[src/rtl/npu_pool_pkg.sv]
// == npu_pool_pkg : shared pooling mode codes, FSM state encoding and helpers ==
// == rev 1.0 ==
`default_nettype none

package npu_pool_pkg;

  localparam logic POOL_MAX = 1'b0;
  localparam logic POOL_AVG = 1'b1;

  typedef enum logic [2:0] {
    IDLE  = 3'd0,
    CHECK = 3'd1,
    READ  = 3'd2,
    DRAIN = 3'd3,
    WRITE = 3'd4
  } pool_state_t;

  function automatic int clog2(input int value);
    int result;
    result = 0;
    for (int i = 0; i < 31; i++) begin
      if ((1 << i) < value) result = i + 1;
    end
    return result;
  endfunction

endpackage

`default_nettype wire

[src/rtl/pool_window_acc.sv]
// == pool_window_acc : running max / sum over one pooling window ==
// == rev 1.0 ==
`default_nettype none

module pool_window_acc
  import npu_pool_pkg::*;
#(
  parameter int DATA_W  = 16,
  parameter int MAX_WIN = 4
) (
  input  logic                     clk,
  input  logic                     reset,
  input  logic                     mode,
  input  logic [3:0]               win_size,
  input  logic                     clear,
  input  logic                     valid,
  input  logic signed [DATA_W-1:0] data,
  output logic signed [DATA_W-1:0] result
);

  localparam int ACC_W = DATA_W + 2 * clog2(MAX_WIN);
  localparam logic signed [ACC_W-1:0] MAX_INIT =
    {{(ACC_W - DATA_W + 1){1'b1}}, {(DATA_W - 1){1'b0}}};

  logic signed [ACC_W-1:0] acc;
  logic signed [ACC_W-1:0] data_ext;
  logic signed [ACC_W-1:0] shifted;
  logic [3:0]              shamt;

  assign data_ext = ACC_W'(data);

  always_ff @(posedge clk) begin
    if (reset) begin
      acc <= '0;
    end else if (clear) begin
      acc <= (mode == POOL_AVG) ? '0 : MAX_INIT;
    end else if (valid) begin
      if (mode == POOL_AVG) acc <= acc + data_ext;
      else if (data_ext > acc) acc <= data_ext;  // strict: ties keep earlier
    end
  end

  // Average is only legal for K in {1,2,4}, so log2(K*K) is a small table
  always_comb begin
    shamt = 4'd0;
    case (win_size)
      4'd2:    shamt = 4'd2;
      4'd4:    shamt = 4'd4;
      default: shamt = 4'd0;
    endcase
  end

  assign shifted = acc >>> shamt;
  assign result  = (mode == POOL_AVG) ? shifted[DATA_W-1:0] : acc[DATA_W-1:0];

endmodule

`default_nettype wire

[src/rtl/matrix_pool_engine.sv]
// == matrix_pool_engine : K x K / stride S max or average pooling over scratch RAM ==
// == rev 1.0 ==
`default_nettype none

module matrix_pool_engine
  import npu_pool_pkg::*;
#(
  parameter int DATA_W  = 16,
  parameter int ADDR_W  = 14,
  parameter int DIM_W   = 10,
  parameter int MAX_WIN = 4,
  parameter int RD_LAT  = 1
) (
  input  logic              clk,
  input  logic              reset,
  input  logic              start,
  input  logic              mode,
  input  logic [3:0]        win_size,
  input  logic [3:0]        stride,
  input  logic [ADDR_W-1:0] src_start_address,
  input  logic [DIM_W-1:0]  src_rows,
  input  logic [DIM_W-1:0]  src_cols,
  input  logic [ADDR_W-1:0] dest_start_address,
  output logic [ADDR_W-1:0] src_address,
  input  logic [DATA_W-1:0] src_readdata,
  output logic [ADDR_W-1:0] dest_address,
  output logic [DATA_W-1:0] dest_writedata,
  output logic              dest_write_en,
  output logic              busy,
  output logic              done,
  output logic              cfg_err
);

  localparam logic [3:0]        MAX_K      = 4'(MAX_WIN);
  localparam logic [3:0]        DRAIN_LAST = 4'(RD_LAT - 1);
  localparam logic [DIM_W-1:0]  DIM_ONE    = DIM_W'(1);
  localparam logic [ADDR_W-1:0] ADDR_ONE   = ADDR_W'(1);

  pool_state_t state, state_nx;

  logic              mode_q;
  logic [3:0]        k_q, s_q;
  logic [ADDR_W-1:0] src_base_q;
  logic [DIM_W-1:0]  rows_q, cols_q;
  logic [DIM_W-1:0]  out_rows, out_cols, out_row, out_col;
  logic [3:0]        wr, wc, drain_cnt;
  logic [ADDR_W-1:0] win_base, row_base, line_base;
  logic [RD_LAT-1:0] vpipe;
  logic [ADDR_W-1:0] cols_ext, s_ext, s_step, next_row;
  logic [DATA_W-1:0] acc_result;
  logic              cfg_bad, last_tap, row_end, last_out, drain_end, acc_clear;

  assign cols_ext  = ADDR_W'(cols_q);
  assign s_ext     = ADDR_W'(s_q);
  assign s_step    = s_ext * cols_ext;
  assign next_row  = row_base + s_step;
  assign last_tap  = (wr == k_q - 4'd1) && (wc == k_q - 4'd1);
  assign row_end   = (out_col == out_cols - DIM_ONE);
  assign last_out  = row_end && (out_row == out_rows - DIM_ONE);
  assign drain_end = (drain_cnt == DRAIN_LAST);

  assign cfg_bad = (k_q == 4'd0) || (k_q > MAX_K) || (s_q == 4'd0) ||
                   (DIM_W'(k_q) > rows_q) || (DIM_W'(k_q) > cols_q) ||
                   ((mode_q == POOL_AVG) && !(k_q == 4'd1 || k_q == 4'd2 || k_q == 4'd4));

  always_ff @(posedge clk) begin
    if (reset) state <= IDLE;
    else       state <= state_nx;
  end

  always_comb begin
    state_nx       = state;
    busy           = 1'b1;
    done           = 1'b0;
    dest_write_en  = 1'b0;
    dest_writedata = '0;
    acc_clear      = 1'b0;
    case (state)
      IDLE: begin
        busy = 1'b0;
        done = 1'b1;
        if (start) state_nx = CHECK;
      end
      CHECK: begin
        acc_clear = 1'b1;
        state_nx  = cfg_bad ? IDLE : READ;
      end
      READ:  if (last_tap) state_nx = DRAIN;
      DRAIN: if (drain_end) state_nx = WRITE;
      WRITE: begin
        dest_write_en  = 1'b1;
        dest_writedata = acc_result;
        acc_clear      = 1'b1;
        state_nx       = last_out ? IDLE : READ;
      end
      default: state_nx = IDLE;
    endcase
  end

  always_ff @(posedge clk) begin
    if (reset) begin
      mode_q       <= 1'b0;
      k_q          <= '0;
      s_q          <= '0;
      src_base_q   <= '0;
      rows_q       <= '0;
      cols_q       <= '0;
      out_rows     <= '0;
      out_cols     <= '0;
      out_row      <= '0;
      out_col      <= '0;
      wr           <= '0;
      wc           <= '0;
      drain_cnt    <= '0;
      win_base     <= '0;
      row_base     <= '0;
      line_base    <= '0;
      vpipe        <= '0;
      cfg_err      <= 1'b0;
      src_address  <= src_start_address;
      dest_address <= dest_start_address;
    end else begin
      vpipe[0] <= (state == READ);
      for (int i = 1; i < RD_LAT; i++) vpipe[i] <= vpipe[i-1];
      case (state)
        IDLE: if (start) begin
          mode_q       <= mode;
          k_q          <= win_size;
          s_q          <= stride;
          src_base_q   <= src_start_address;
          rows_q       <= src_rows;
          cols_q       <= src_cols;
          dest_address <= dest_start_address;
          cfg_err      <= 1'b0;
        end
        CHECK: begin
          if (cfg_bad) begin
            cfg_err <= 1'b1;
          end else begin
            out_rows    <= (rows_q - DIM_W'(k_q)) / DIM_W'(s_q) + DIM_ONE;
            out_cols    <= (cols_q - DIM_W'(k_q)) / DIM_W'(s_q) + DIM_ONE;
            out_row     <= '0;
            out_col     <= '0;
            wr          <= '0;
            wc          <= '0;
            win_base    <= src_base_q;
            row_base    <= src_base_q;
            line_base   <= src_base_q;
            src_address <= src_base_q;
          end
        end
        READ: begin
          drain_cnt <= '0;
          if (!last_tap) begin
            if (wc == k_q - 4'd1) begin
              wc          <= '0;
              wr          <= wr + 4'd1;
              line_base   <= line_base + cols_ext;
              src_address <= line_base + cols_ext;
            end else begin
              wc          <= wc + 4'd1;
              src_address <= src_address + ADDR_ONE;
            end
          end
        end
        DRAIN: drain_cnt <= drain_cnt + 4'd1;
        WRITE: begin
          dest_address <= dest_address + ADDR_ONE;
          wr           <= '0;
          wc           <= '0;
          // src_address only moves when another window follows
          if (!last_out) begin
            if (row_end) begin
              out_col     <= '0;
              out_row     <= out_row + DIM_ONE;
              row_base    <= next_row;
              win_base    <= next_row;
              line_base   <= next_row;
              src_address <= next_row;
            end else begin
              out_col     <= out_col + DIM_ONE;
              win_base    <= win_base + s_ext;
              line_base   <= win_base + s_ext;
              src_address <= win_base + s_ext;
            end
          end
        end
        default: ;
      endcase
    end
  end

  pool_window_acc #(
    .DATA_W  (DATA_W),
    .MAX_WIN (MAX_WIN)
  ) u_acc (
    .clk      (clk),
    .reset    (reset),
    .mode     (mode_q),
    .win_size (k_q),
    .clear    (acc_clear),
    .valid    (vpipe[RD_LAT-1]),
    .data     (src_readdata),
    .result   (acc_result)
  );

endmodule

`default_nettype wire

[config.mk]
export PLATFORM = sky130hd
export DESIGN_NAME = matrix_pool_engine
export DESIGN_NICKNAME = d
export VERILOG_FILES = /design/src/rtl/npu_pool_pkg.sv /design/src/rtl/pool_window_acc.sv /design/src/rtl/matrix_pool_engine.sv
export SDC_FILE = /design/constraint.sdc
export NUM_CORES = 1
export LEC_CHECK = 0
export BUFFER_PORTS_ARGS = -buffer_cell sky130_fd_sc_hd__buf_2
export CORE_MARGIN = 2
export CORE_UTILIZATION = 50
export CTS_CLUSTER_DIAMETER = 60
export CTS_CLUSTER_SIZE = 16
export DETAILED_ROUTE_END_ITERATION = 7
export PLACE_DENSITY_LB_ADDON = 0.15
export SKIP_CTS_REPAIR_TIMING = 1
export SLEW_MARGIN = 20
export SYNTH_ARGS = -nofsm -noshare
export SYNTH_HDL_FRONTEND = slang
export SYNTH_SLANG_ARGS = --single-unit
[constraint.sdc]
create_clock -name clk -period 15.4 [get_ports clk]
set_input_delay 2.31 -clock clk [delete_from_list [all_inputs] [get_ports clk]]
set_output_delay 2.31 -clock clk [all_outputs]
set_load 0.1 [all_outputs]
==> impl_metrics.json, run 1 <==
{
  "cts_max_level": 4,
  "clkTransAtPathRegs_ps": 70,
  "syn-instance-count": 2275,
  "drtAntennaViolNets": 0,
  "track_usage": 0.2734,
  "async_reset_ff_frac": 0,
  "clk_path_buf_depth": 2,
  "hpwlAfterDp_um": 37570,
  "seq_area_frac_synth": 0.2327,
  "synth_area_leaders": "dfxtp_1 18%, ha_1 12%, a21oi_1 6.0%",
  "crit_path_frequent_cell": "o21a_1",
  "vias": 17123,
  "setup_slack_ps": -461.8,
  "port_buffers": 123,
  "drt_iter0_drc": 1036,
  "fin_area_um2": 20720,
  "synth_cell_types": 95,
  "synth_flop_cell": "dfxtp_1",
  "multiInputGateArea_um2": 13150,
  "hold_start": "rows_q[0]",
  "root_buffer": "clkbuf_16",
  "min_period_over_period": 1.030,
  "route.detailed.drc": 0,
  "status": "finished, violations left",
  "syn-num-nets": 2552,
  "final_nets": 2747,
  "drive_gt1_frac": 0.1792,
  "max_slew_margin": 0.2626,
  "dieArea_um2": 36620,
  "wl_per_cell_um": 17.42,
  "worstPathArrival_ps": 16160,
  "cap_violations": 0,
  "fp.dieH_um": 191.4,
  "rr_startpoint": "k_q[1]",
  "synth-seq-cells": 190,
  "area_growth_pct": 18.04,
  "viasPerCell": 5.828,
  "cts_made_buffers": 17,
  "grt_pass1_wl_um": 81190,
  "skew_ps": 15.80,
  "crit_slowest_cell": "or4_4",
  "clkSinkCount": 190,
  "yosysTopAreaCellShare": 0.1848,
  "synth_edf_count": 28,
  "cpPeakStageDelay_ps": 560,
  "die_x_um": 191.4,
  "antenna_found_initial": 0,
  "finalHoldViolCount": 0,
  "grt_pass1_vias": 15809,
  "min_period_ps": 15860,
  "regArea_um2": 4088,
  "num_antenna_cells": 0,
  "maxSlewViolCount": 0,
  "synth.avg_cell_area_um2": 7.715,
  "startpoint": "k_q[1]",
  "finalWeightedCongestion": 0.9077,
  "start_util": 0.5081,
  "clk_latency_ps": 440,
  "cts_tree": "yes",
  "cp-start-kind": "flip-flop",
  "nFillCells": 3249,
  "worst_pin_slew_ps": 1103,
  "io_pins": 124,
  "hold_slack_ps": 456.8,
  "placed_area_um2": 19400,
  "synth_top_cell_by_area": "dfxtp_1",
  "core-area_um2": 34540,
  "hold_path_class": "flip-flop to flip-flop",
  "fp-row-count": 68,
  "violations": "negative setup slack",
  "drt_pass1_iterations": 5,
  "wirelength_um": 51180,
  "grt_max_degree": 75,
  "setup_viol": 9,
  "end_kind": "flip-flop",
  "ys_warn_count": 0,
  "netlist_area_um2": 17550,
  "grt_remaining_overflow": 0,
  "rsz0062_at_grt": "yes",
  "path_class": "flip-flop to flip-flop",
  "worst-endpoint-required_ps": 15700,
  "crit_fanout": 6,
  "fmax_mhz": 63.04
}
==> layout make-up <==
cell class / instances / share of cell area
Timing Repair Buffer: 272 / 0.08419
Sequential cell: 190 / 0.1973
Clock inverter: 11 / 0.007368
Inverter: 143 / 0.02603
Clock buffer: 21 / 0.02277
Tap cell: 455 / 0.02748
Multi-Input combinational cell: 1846 / 0.6349
==> worst max-delay path, delay by kind of cell, from the launching register on <==
kind	cells	cell delay, ps
flip-flops	1	360
AO/OA/AOI/OAI	40	7180
buffers and inverters	3	170
XOR/XNOR	1	80
AND/OR/NAND/NOR	21	4320
multiplexers	3	580
adder cells (fa/ha/maj)	12	3020
==> through the flow <==
stage | utilization | std cells | TNS (ps) | setup slack [ps]
3_3_place_gp | 0.5615 | 2863 | -683.4 | -177.2
6_report | 0.5998 | 2938 | -2693 | -461.8
2_1_floorplan | - | 2275 | -345.5 | -95.44
4_1_cts | 0.5796 | 2895 | -6362 | -693.0
3_5_place_dp | 0.5615 | 2863 | -5370 | -643.5
5_1_grt | 0.5998 | 2938 | -10260 | -1107
==> cell usage after synthesis, types with 23 or more instances <==
library cell / n
nor2_1: 242
nand2b_1: 34
edfxtp_1: 28
o22ai_1: 24
o21bai_1: 23
a21oi_1: 210
nand2_1: 251
and3_1: 25
clkbuf_1: 79
a211oi_1: 37
xor2_1: 69
nand4_1: 25
a21o_1: 25
mux2i_1: 43
inv_1: 142
nand3_1: 43
o21ai_0: 94
dfxtp_1: 162
xnor2_1: 89
ha_1: 169
or3_1: 24
fa_1: 32
nor3_1: 64
o21a_1: 38
==> per-layer routing <==
| metal | routed length [um] | up-vias | part of all wire | GRT usage |
|---|---|---|---|---|
| met3 | 2433 | 45 | 0.048 | 0.02534 |
| li1 | - | 8462 | - | - |
| met5 | 0 | - | 0 | 0 |
| met2 | 24230 | 448 | 0.47 | 0.4590 |
| met1 | 23800 | 8168 | 0.47 | 0.3799 |
| met4 | 706 | 0 | 0.014 | 0.05947 |
==> cells by family after synthesis <==
kind of cell | share of synthesized area
AO/OA/AOI/OAI | 0.2220
XOR/XNOR | 0.07884
adder cells (fa/ha/maj) | 0.1570
buffers and inverters | 0.05261
flip-flops | 0.2327
multiplexers | 0.03500
AND/OR/NAND/NOR | 0.2219
==> cell usage in the layout, fill, tap and decap left out, drive strengths merged, types with 16 or more instances in the layout <==
master and n:
buf 272, nand2 251, nor2 242, a21oi 210
ha 169, dfxtp 162, inv 145, o21ai 102
xnor2 89, xor2 69, nor3 64, mux2i 44
nand3 43, o21a 38, a211oi 38, nand2b 34
fa 32, edfxtp 28, nand4 26, and3 26
or3 26, a21o 25, o22ai 24, and2 24
o21bai 23, nor2b 22, a311oi 21, clkbuf 21
or2 21, a211o 19, o211ai 16
==> flip-flops by register name, indices dropped and copies added (netlist names) <==
signal	cells
mode_q	1
out_cols	10
src_address	14
dest_address	14
wr	4
cfg_err	1
s_q	4
cols_q	10
src_base_q	14
win_base	14
drain_cnt	4
line_base	14
out_row	10
k_q	4
out_rows	10
row_base	14
u_acc.acc	20
out_col	10
rows_q	10
state	3
wc	4
vpipe	1
==> path summary, 6_finish.rpt <==
| path | to | slack [ps] | cells after the start |
|---|---|---|---|
| worst min-delay path | rows_q[0] | 460 | 2 |
| worst max-delay path | out_rows[6] | -460 | 80 |
| worst max register to register | out_rows[6] | -460 | 80 |
| worst min register to register | rows_q[0] | 460 | 2 |
Power of run 1 is not shown: default switching activity piles up to over one toggle a cycle in this logic, so the estimate is an artifact.
==> run 2: changes to the inputs <==
Settings changed: SYNTH_HIERARCHICAL from default to 1.
==> run 2 against run 1 <==
Net effect: the flow still finishes with violations (negative setup slack); register-to-register slack improved by 310 ps; core utilization rose by 0.40 points; count of clock-buffer cells in the layout fell by 2; via count rose by 5.7%; non-clock buffer count fell by 2; first-iteration DRC count rose by 22%; design area rose by 3.7%; worst setup slack improved by 310 ps; global-route usage rose by 0.43 points; synthesized cell count rose by 4.5%; highest routed layer unchanged.
==> impl_metrics.json, run 2 <==
{
  "status": "finished, violations left",
  "violations": "negative setup slack",
  "placed_area_um2": 19450,
  "hold_path_class": "flip-flop to flip-flop",
  "synth_edf_count": 28,
  "setup_viol": 6,
  "cp.buffers_inverters": 3,
  "io_pins": 124,
  "multiInputGateArea_um2": 13900,
  "netlist_area_um2": 18020,
  "cpPeakStageDelay_ps": 580,
  "r2r_end": "out_rows[8]",
  "clkTransAtPathRegs_ps": 80,
  "synth_top_cell_by_area": "dfxtp_1",
  "track_usage": 0.2778,
  "fin_area_um2": 21480,
  "worst_pin_slew_ps": 1268,
  "layout_common_cells": "280 x nand2_1, 265 x nor2_1, 202 x a21oi_1",
  "crit_fanout": 8,
  "cts_max_level": 4,
  "vias": 18093,
  "maxSlewViolCount": 0,
  "nFillCells": 3241,
  "route.detailed.drc": 0,
  "grt_pass1_wl_um": 85770,
  "cp-start-kind": "flip-flop",
  "synth_area_leaders": "dfxtp_1 18%, ha_1 12%, a21oi_1 6.1%",
  "synth_flop_cell": "dfxtp_1",
  "skew_ps": 21.99,
  "antenna_found_initial": 0,
  "startpoint": "k_q[3]",
  "hold_slack_ps": 467.2,
  "min_period_ps": 15550,
  "cp_top_family": "compound AO/OA/AOI/OAI gates",
  "top_register": "u_acc/acc",
  "async_reset_ff_frac": 0,
  "clk_path_buf_depth": 2,
  "root_buffer": "clkbuf_16",
  "finalHoldViolCount": 0,
  "drive_gt1_frac": 0.1874,
  "ys_warn_count": 6,
  "syn-num-nets": 2656,
  "start_util": 0.5067,
  "end_kind": "flip-flop",
  "crit_cells": 76,
  "worstPathArrival_ps": 15850,
  "cap_violations": 0,
  "fin_util": 0.6038,
  "hpwlAfterDp_um": 40100,
  "rr_startpoint": "k_q[3]",
  "rrSetupSlack_ps": -150,
  "num_antenna_cells": 0,
  "layout_commonest_cell": "nand2_1",
  "grt_max_degree": 82,
  "yosys.cell_count.top_type": "nand2_1",
  "drt_iter0_drc": 1265,
  "area_growth_pct": 19.16,
  "drtAntennaViolNets": 0,
  "viasPerCell": 5.944,
  "synth.avg_cell_area_um2": 7.579,
  "yosysTopAreaCellShare": 0.1800,
  "rsz0062_at_grt": "yes",
  "min_period_over_period": 1.010,
  "max_slew_margin": 0.1539,
  "seq_area_frac_synth": 0.2266,
  "port_buffers": 123,
  "regArea_um2": 4086,
  "synth-seq-cells": 190,
  "final_nets": 2848,
  "yosys-top-cells-count": "288 x nand2_1, 276 x nor2_1, 221 x a21oi_1",
  "clkSinkCount": 190,
  "crit_path_end": "out_rows[8]",
  "cts_tree": "yes",
  "reg2reg_depth": 76,
  "largest_reg_flops": 20,
  "path_class": "flip-flop to flip-flop",
  "crit_path_frequent_cell": "ha_4",
  "dieArea_um2": 37580,
  "clk_latency_ps": 470,
  "fp-row-count": 69,
  "wl_per_cell_um": 18.20,
  "syn-instance-count": 2378,
  "fmax_mhz": 64.31,
  "synth_cell_types": 96,
  "worst-endpoint-required_ps": 15710,
  "core-area_um2": 35570,
  "setup_slack_ps": -149.5,
  "fp.dieH_um": 193.9,
  "wirelength_um": 55390,
  "die_x_um": 193.9,
  "drt_pass1_iterations": 6,
  "crit_slowest_cell": "or4_4",
  "cts_made_buffers": 17,
  "grt_remaining_overflow": 0,
  "finalWeightedCongestion": 0.9463,
  "grt_pass1_vias": 16828
}
[run 2: cell type report]
| class | instances | area share |
|---|---|---|
| multi-input cells | 1952 | 0.6474 |
| flip-flops and latches | 190 | 0.1903 |
| clock buffers | 19 | 0.02214 |
| well taps | 461 | 0.02686 |
| clock inverters | 13 | 0.008506 |
| repair buffers | 270 | 0.08052 |
| inverters | 139 | 0.02430 |
[run 2: worst min path at each step]
stage                    from   endpoint  slack [ps]  cells past startpoint
finish                cfg_err    cfg_err         470                      2
global route          cfg_err    cfg_err         500                      2
CTS                 rows_q[0]  rows_q[0]         470                      2
detailed placement  rows_q[0]  rows_q[0]         450                      2
global placement    rows_q[0]  rows_q[0]         440                      2
floorplan           rows_q[0]  rows_q[0]         440                      2
[run 2: per-stage QoR]
stage	setup TNS, ps	instances	worst slack, ps
after detailed placement	-11630	2930	-817.9
after global placement	-3372	2930	-541.1
after global routing	-6967	3044	-581.9
after floorplan	-10.92	2378	-10.92
after CTS	-14110	2962	-962.3
final	-328.1	3044	-149.5
[run 2: logic make-up (layout without fill, tap and decap cells)]
kind of cell,after synthesis,in the layout,synth area share
adders and majority gates,202,202,0.1536
buffers and inverters,236,441,0.05117
xor gates and xnor gates,142,142,0.06901
AOI/OAI and AO/OA,658,658,0.2402
and+or+nand+nor,912,912,0.2367
DFF,190,190,0.2266
muxes,38,38,0.02270
[run 2: per-layer routing]
layer | vias up | global-route usage | share of wire
met5 | - | 0 | 0
met4 | 0 | 0.08305 | 0.025
met3 | 93 | 0.04192 | 0.059
met2 | 577 | 0.4587 | 0.46
met1 | 8599 | 0.3754 | 0.45
li1 | 8824 | - | -
[run 2: worst min-delay path: stages (launching register included)]
cell and delay [ps]:
dfxtp_1 320, nand2_1 60, a21oi_1 50
Power of run 2 is left out for the same reason.
==> run 3: changes to the inputs <==
Settings changed: BUFFER_PORTS_ARGS -buffer_cell sky130_fd_sc_hd__buf_2 to default, DONT_BUFFER_PORTS from default to 1.
==> run 3 against run 2 <==
Net effect: the flow now finishes without violations; clock skew down 3.2 ps; die area unchanged; non-clock buffer count down 119; global-route usage decreased by 0.61 points; largest cell class unchanged.
==> impl_metrics.json, run 3 (synthesis results as in run 2) <==
{
  "drt_pass1_iterations": 5,
  "top_usage_layer": "met2",
  "core-area_um2": 35570,
  "crit_fanout": 5,
  "reg2reg_depth": 78,
  "top_register": "u_acc/acc",
  "hold_path_class": "flip-flop to flip-flop",
  "cpPeakStageDelay_ps": 430,
  "antenna_found_initial": 0,
  "grt_max_degree": 155,
  "worst_pin_slew_ps": 1272,
  "hpwlAfterDp_um": 39040,
  "rrSetupSlack_ps": 300,
  "hold_path_depth": 2,
  "grt_pass1_vias": 16381,
  "rr_startpoint": "k_q[3]",
  "cp-start-kind": "flip-flop",
  "route.detailed.drc": 0,
  "hold_slack_ps": 467.7,
  "drtAntennaViolNets": 0,
  "cp_top_family": "compound AO/OA/AOI/OAI gates",
  "maxSlewViolCount": 0,
  "viasPerCell": 5.960,
  "min_period_ps": 15100,
  "crit_slowest_cell": "or4_4",
  "fp-row-count": 69,
  "port_buffers": 0,
  "io_pins": 124,
  "clk_latency_ps": 470,
  "setup_viol": 0,
  "path_class": "flip-flop to flip-flop",
  "cts_made_buffers": 17,
  "cts_tree": "yes",
  "grt_pass1_wl_um": 84440,
  "area_growth_pct": 16.14,
  "placed_area_um2": 18950,
  "dieArea_um2": 37580,
  "clkSinkCount": 190,
  "worst-endpoint-required_ps": 15770,
  "fin_area_um2": 20930,
  "drive_gt1_frac": 0.1498,
  "cp.buffers_inverters": 5,
  "r2r_end": "out_rows[7]",
  "hold_start": "rows_q[3]",
  "cts_max_level": 4,
  "clkTransAtPathRegs_ps": 80,
  "met3_usage": 0.03722,
  "cap_violations": 0,
  "grt_remaining_overflow": 0,
  "root_buffer": "clkbuf_16",
  "wirelength_um": 53930,
  "layout_common_cells": "281 x nand2_1, 262 x nor2_1, 199 x a21oi_1",
  "skew_ps": 18.84,
  "vias": 17432,
  "crit_path_frequent_cell": "a21oi_2",
  "status": "completed",
  "die_x_um": 193.9,
  "use_met1": 0.3682,
  "worstPathArrival_ps": 15470,
  "finalWeightedCongestion": 0.9069,
  "largest_reg_flops": 20,
  "rsz0062_at_grt": "yes",
  "use_met2": 0.4562,
  "clk_path_buf_depth": 2,
  "end_kind": "flip-flop",
  "start_util": 0.5067,
  "track_usage": 0.2717,
  "fp.dieH_um": 193.9,
  "drt_iter0_drc": 1201,
  "hold_end": "rows_q[3]",
  "fmax_mhz": 66.22,
  "finalHoldViolCount": 0,
  "fin_util": 0.5885,
  "wl_per_cell_um": 18.44,
  "final_nets": 2729,
  "max_slew_margin": 0.1508,
  "min_period_over_period": 0.9806,
  "num_antenna_cells": 0,
  "layout_commonest_cell": "nand2_1"
}
## run 3: cell types whose count changed in the layout (fill, tap and decap cells not counted), moves of 4 or more
cell | before | now
buf_2 | 122 | 0
clkinv_8 | 6 | 2
inv_12 | 0 | 5
nor2_4 | 5 | 9
## run 3: cell type report
| cell class | count | area, um2 |
|---|---|---|
| Clock buffer | 17 | 425.4 |
| Tap cell | 461 | 576.8 |
| Timing Repair Buffer | 151 | 1170 |
| Multi-Input combinational cell | 1952 | 13930 |
| Inverter | 139 | 521.8 |
| Fill cell | 3278 | 14640 |
| Sequential cell | 190 | 4086 |
| Clock inverter | 15 | 217.7 |
## run 3: routing by layer
metal / part of all wire / routed length, um
met5: 0 / 0
met2: 0.47 / 25310
met3: 0.050 / 2683
met4: 0.021 / 1121
met1: 0.46 / 24810
## run 3: worst max-delay path by stage
stage | cells past startpoint | slack [ps] | from | to
2_1_floorplan | 81 | -10 | k_q[3] | out_cols[8]
5_1_grt | 82 | -500 | k_q[3] | out_rows[6]
3_5_place_dp | 79 | -770 | k_q[3] | out_cols[8]
6_report | 78 | 300 | k_q[3] | out_rows[7]
3_3_place_gp | 78 | -500 | k_q[3] | out_cols[8]
4_1_cts | 78 | -960 | k_q[3] | out_cols[8]
## run 3: worst reg2reg max path: cells and delay by family, from the launching register on
kind                     cells  cell delay (ps)
adder cells (fa/ha/maj)     11             2680
AO/OA/AOI/OAI               39             6830
flip-flops                   1              340
multiplexers                 4             1150
AND/OR/NAND/NOR             19             3430
buffers and inverters        5              620
## run 3: metrics by stage
stage | instances | worst slack, ps | setup TNS, ps
after floorplan | 2378 | -10.92 | -10.92
after global placement | 2819 | -501.7 | -2849
after detailed placement | 2819 | -771.7 | -10000
after CTS | 2851 | -964.9 | -12410
after global routing | 2925 | -501.3 | -6606
final | 2925 | 299.0 | 0
Power of run 3 is left out for the same reason.
